===== src/rtl/register_file.sv =====
// register_file: 32 x 32-bit architectural register file with one write port
// and two independent combinational read ports. Entry 0 always reads as zero.
// A write to the register being read in the same cycle is forwarded straight
// to the read port, so decode sees the value being written back.
module register_file #(
    parameter int DATA_WIDTH    = 32,
    parameter int ADDRESS_WIDTH = 5
) (
    input  logic                     clock,
    input  logic                     reset,
    input  logic                     write_enable,
    input  logic [ADDRESS_WIDTH-1:0] write_address,
    input  logic [DATA_WIDTH-1:0]    write_data,
    input  logic                     read_enable_a,
    input  logic [ADDRESS_WIDTH-1:0] read_address_a,
    output logic [DATA_WIDTH-1:0]    read_data_a,
    input  logic                     read_enable_b,
    input  logic [ADDRESS_WIDTH-1:0] read_address_b,
    output logic [DATA_WIDTH-1:0]    read_data_b
);

    localparam int DEPTH = 2 ** ADDRESS_WIDTH;

    logic [DATA_WIDTH-1:0] entries [DEPTH];

    logic write_active;

    // A write only commits when the file is out of reset and the target is not r0.
    always_comb begin
        write_active = reset && write_enable && (write_address != '0);
    end

    // Storage update: reset clears every entry and swallows any write that cycle.
    always_ff @(posedge clock) begin
        if (!reset) begin
            for (int i = 0; i < DEPTH; i++) begin
                entries[i] <= '0;
            end
        end else if (write_active) begin
            entries[write_address] <= write_data;
        end
    end

    // Port A read: reset, enable and r0 force zero; a matching write is bypassed.
    always_comb begin
        read_data_a = '0;
        if (!reset || !read_enable_a || (read_address_a == '0)) begin
            read_data_a = '0;
        end else if (write_enable && (write_address == read_address_a)) begin
            read_data_a = write_data;
        end else begin
            read_data_a = entries[read_address_a];
        end
    end

    // Port B read: identical rules to port A, fully independent of it.
    always_comb begin
        read_data_b = '0;
        if (!reset || !read_enable_b || (read_address_b == '0)) begin
            read_data_b = '0;
        end else if (write_enable && (write_address == read_address_b)) begin
            read_data_b = write_data;
        end else begin
            read_data_b = entries[read_address_b];
        end
    end

endmodule


===== config.mk =====
export PLATFORM = sky130hd
export DESIGN_NAME = register_file
export DESIGN_NICKNAME = d
export VERILOG_FILES = /design/src/rtl/register_file.sv
export SDC_FILE = /design/constraint.sdc
export NUM_CORES = 2
export LEC_CHECK = 0
export CAP_MARGIN = 20
export CELL_PAD_IN_SITES_DETAIL_PLACEMENT = 0
export CELL_PAD_IN_SITES_GLOBAL_PLACEMENT = 1
export CORE_MARGIN = 2
export CORE_UTILIZATION = 25
export CTS_BUF_LIST = sky130_fd_sc_hd__clkbuf_2
export DETAILED_ROUTE_END_ITERATION = 6
export PLACE_DENSITY = 0.54
export REMOVE_ABC_BUFFERS = 1
export SYNTH_ARGS = -nofsm -noshare
export SYNTH_HDL_FRONTEND = slang
export SYNTH_SLANG_ARGS = --single-unit

===== constraint.sdc =====
create_clock -name clock -period 8.7 [get_ports clock]
set_input_delay 1.74 -clock clock [delete_from_list [all_inputs] [get_ports clock]]
set_output_delay 1.74 -clock clock [all_outputs]
set_load 0.05 [all_outputs]

# Word-level counts from Yosys, hierarchy flattened
# Memory sizes are Yosys's and may differ from the RTL's.
# Index checks and enable logic that the tools add are counted.
# W data, S select, Z words.
totals:
  ff_bits: 0
  n_memories: 1
  output_inout_bits: 64
  wordCells: 29
  input_bits: 52
  ramBits: 1024
classes:
  muxes: 11
  n_reduce_logical: 15
  eq_ne: 2
mem_list:
  columns: ["name", "depth", "word_bits", "read_ports", "rd_clocked_by_memory_dff", "wr", "line", "source"]
  rows:
  - ["entries", 32, 32, 2, 0, 32, "24", "logic [DATA_WIDTH-1:0] entries [DEPTH];"]
op_table:
  columns: ["operator", "n"]
  rows:
  - ["$mux W32", 5]
  - ["$reduce_or A32 Y1", 1]
  - ["$eq A5 B5 Y1", 2]
  - ["$logic_not A5 Y1", 2]
  - ["$mux W1", 5]
  - ["$mux W5", 1]
  - ["$reduce_bool A5 Y1", 1]
  - ["$logic_and A1 B1 Y1", 4]
  - ["$logic_or A1 B1 Y1", 4]
  - ["$logic_not A1 Y1", 3]

# Depth between registers and ports, before layout
logic_depth:
  ltp_word: 7
  mapped_depth: 10
  mapped_depth_nobuf: 5

# Worst setup path after synthesis
# No wires, ideal clock.
synth_timing:
  kind: "input -> output"
  from: "in read_address_b[2]"
  to: "out read_data_b[30]"
  stages: 9
  n_path_buf: 4
  arrival_ps: 4522
  required_ps: 6960
  path_slack_ps: 2438
  path_cell_list: "clkbuf_1 > buf_2 > inv_1 > clkbuf_1 > clkbuf_1 > nand2_1 > nand3_1 > a21oi_1 > nor4_1"
synth_between:
  elab_chain_len: 4
  elab_cells_between_ends: 7
  classes_between: "eq/ne (1); mux (2); reduce/logical (3); memory (1)"
synth_rtl:
  columns: ["item", "line", "source"]
  rows:
  - ["from (decl)", "18", "input logic [ADDRESS_WIDTH-1:0] read_address_b,"]
  - ["branches (longest 3 deep; another with $mem_v2 Z32 W32)", null, null]
  - ["$mux W32 (*)", "59", "if (!reset || !read_enable_b || (read_address_b == '0)) begin"]
  - ["to (decl)", "19", "output logic [DATA_WIDTH-1:0] read_data_b"]
# Every way passes the cells marked *.

# Final worst setup path
layout_timing:
  from: "in read_address_a[3]"
  to: "out read_data_a[9]"
layout_between:
  elab_chain_len: 4
  elab_cells_between_ends: 7
  classes_between: "eq/ne (1); mux (2); reduce/logical (3); memory (1)"
layout_rtl:
  columns: ["item", "line", "source"]
  rows:
  - ["from (decl)", "15", "input logic [ADDRESS_WIDTH-1:0] read_address_a,"]
  - ["branches (longest 3 deep; another with $mem_v2 Z32 W32)", null, null]
  - ["$mux W32 (*)", "47", "if (!reset || !read_enable_a || (read_address_a == '0)) begin"]
  - ["to (decl)", "16", "output logic [DATA_WIDTH-1:0] read_data_a,"]
# Marks and branches as above.

==> results_dict.tcl <==
set metrics [dict create \
    outcome "finished clean" \
    slew_violations 0 \
    ys_seq_elements 1024 \
    tns_ps 0 \
    start_kind "primary input" \
    nFillCells 21800 \
    synthXorXnorAreaFrac_pct 0.160 \
    cp-end-kind "primary output" \
    vdd_drop_max_v 0.000127 \
    ctsLongestPathBuffers 4 \
    die_h_um 472 \
    largestRegisters "entries: 1024 flops" \
    grt_usage_pct 20.1 \
    required_ps 6960 \
    syn_to_final_growth_pct 13.8 \
    clkTransAtPathRegs_ps 90 \
    synth_top_flop_cell "edfxtp_1" \
    antenna_found_initial 29 \
    clock_power_share_pct 32.0 \
    ioPinCount 116 \
    hold_path_class "in2reg" \
    viasPerCell 5.19 \
    power_frac_seq_pct 53.4 \
    min-delay-start "reset" \
    synth-compound-area-share_pct 7.15 \
    combPwrFrac_pct 14.5 \
    grt_use_met3_pct 3.75 \
    dp_cells 6541 \
    holdBufCountCts 0 \
    worstSetupPathType "in2out" \
    drc 0 \
    post_cts_resized 0 \
    cp_max_fo 36 \
    start_util_pct 25.2 \
    grt_busiest_layer "met2" \
    postSynthAreaPerCell_um2 14.4 \
    grt_max_degree 75 \
    tightest_slew_ps 1230 \
    p_per_area_mw_per_mm2 175 \
    yosysWarnings 0 \
    routedWlPerCell_um 32.3 \
    cts.sinks 1024 \
    cts_buffers 297 \
    final_hold_viol_count 0 \
    synthCells 3803 \
    dpl_cell_area_mm2 0.0600 \
    timing.max_cap.violations 0 \
    grt_pass1_vias 37600 \
    core_mm2 0.218 \
    top_register "entries" \
    holdPathEnd "entries[13][4]$_SDFFCE_PN0P_" \
    setup_viol 0 \
    postRouteAntennaNets 0 \
    synth-adder-area-share_pct 0 \
    io_buffer_count 115 \
    gr-usage-met1_pct 25.2 \
    worst_slack_ps 1380 \
    whs_path_depth 2 \
    via_count 36500 \
    final_cells 7031 \
    holdWs_ps 860 \
    largest_reg_flops 1024 \
    gp_congestion 0.807 \
    synth_simple_gate_area_share_pct 12.8 \
    max-slew-margin-rel_pct 17.7 \
    grt_setup_unrepaired "false" \
    finalCritPeriodShare_pct 84.1 \
    syn_area_mm2 0.0549 \
    cts_tree "built" \
    fin_nets 4039 \
    htreeDepth 5 \
    p_int_w 0.00760 \
    die_w_um 472 \
    fmax_mhz 137 \
    async_flop_share_pct 0 \
    overflow 0 \
    synth_mux_area_share_pct 20.5 \
    sw_frac_of_total_pct 30.3 \
    drive_above_1_share_pct 26.1 \
    dr.pass1.iters 5 \
    min_period_ps 7320 \
    stdcell_area_mm2 0.0624 \
    ys_types 48 \
    rows 171 \
    grt_pass1_wl_mm 312 \
    synth-edff-count 1024 \
    dp_slack_ps 1450 \
    drt-initial-drc-count 3994 \
    finalWirelength_mm 227 \
    switchingPower_w 0.00330 \
    p_leak_nw 21.5 \
    use_met2_pct 34.1 \
    synth_top_family_by_area "multiplexers" \
    hpwl_mm 129 \
    cts_setup_buffers 0 \
    clock-root-buffer "clkbuf_2" \
    seq_area_frac_synth_pct 56.1 \
    dieArea_mm2 0.223 \
    worstPathArrival_ps 5580 \
]
## placed cells by master, fill, tap and decap left out, drive strengths merged, types with 30 or more instances in the layout
cell type,n
nor2,38
clkbuf,431
edfxtp,1024
a22oi,62
o21ai,64
buf,170
conb,32
a211oi,30
o221ai,32
mux4,387
and2,993
nand2,75
o22ai,31
clkinv,40
nor2b,34
a22o,62
a221oi,63
a31oi,31
clkdlybuf4s50,106
a221o,31
mux2i,252
a2111oi,31
a21oi,94
## synthesized netlist by cell type, types with 7 or more instances
master     count  area share, %
o221ai_1      32           0.51
buf_1         11          0.075
a211oi_1      30           0.41
clkbuf_1     319            2.2
buf_6         10           0.21
a22o_1        62           0.99
a2111oi_0     18           0.29
edfxtp_1    1024             56
nor2_1        38           0.26
a221o_1       31           0.57
mux2i_1      252            4.6
a31oi_1       31           0.35
and2_1       993             11
o22ai_1       31           0.35
a2111oi_2      7           0.19
a221oi_1      63            1.0
o21ai_0       64           0.58
a22oi_1       62           0.85
mux4_2       387             16
nand2_1       75           0.51
buf_4         19           0.26
buf_2         63           0.57
nor2b_1       34           0.39
a21oi_1       94           0.86
## how the worst max path moves through the flow
stage                     slack, ps             end  cells after the start              start
after global placement         1220  read_data_b[0]                      7   write_address[3]
after global routing           1290  read_data_a[2]                      8  read_address_a[3]
after floorplan                1990  read_data_b[0]                      5  read_address_b[2]
after CTS                      1440  read_data_a[9]                      8  read_address_a[3]
after detailed placement       1450  read_data_a[9]                      8  read_address_a[3]
final                          1380  read_data_a[9]                      8  read_address_a[3]
## critical path: stages
cell and delay, ps:
clkdlybuf4s50_1 800, and2_4 770, buf_4 380, a22o_1 160, a2111oi_0 70, a21oi_1 240, a22o_1 430, clkdlybuf4s50_1 900
## power groups by stage
stage / Clock (W) / Combinational (W) / Sequential [W]
global placement: 0 / 0.00159 / 0.00593
CTS: 0.00361 / 0.00158 / 0.00583
finish: 0.00349 / 0.00159 / 0.00583
floorplan: 0 / 0.000769 / 0.00590
global route: 0.00384 / 0.00164 / 0.00586
detailed placement: 0 / 0.00158 / 0.00594
## metrics by stage
stage / util [%] / total power [W]
after global placement: 27.6 / 0.00752
final: 28.7 / 0.0109
after global routing: 28.7 / 0.0113
after floorplan: - / 0.00667
after CTS: 28.7 / 0.0110
after detailed placement: 27.6 / 0.00752
## per-layer routing
metal	vias to the layer above	wire length (um)	share of wire, %
met5	-	48	0.021
met1	19200	89600	39
met2	1748	112000	49
met3	402	16600	7.3
met4	8	8630	3.8
li1	15200	-	-
## kinds of logic after synthesis
group / after synthesis
other cells: 1
flops: 1024
xor+xnor: 10
mux: 640
simple gates: 1167
buf+inv: 425
compound gates: 536
## cell type report
cell class              instances  area [um2]  share of cell area, %
diodes                         12        30.0                 0.0481
inverters                       3        13.8                 0.0220
clock inverters                46         204                  0.327
flip-flops and latches       1024       30700                   49.3
repair buffers                276        2640                   4.22
multi-input cells            2385       23100                   37.0
clock buffers                 431        2160                   3.46
well taps                    2854        3570                   5.72
Note: power is estimated with default switching activity, not from simulation.
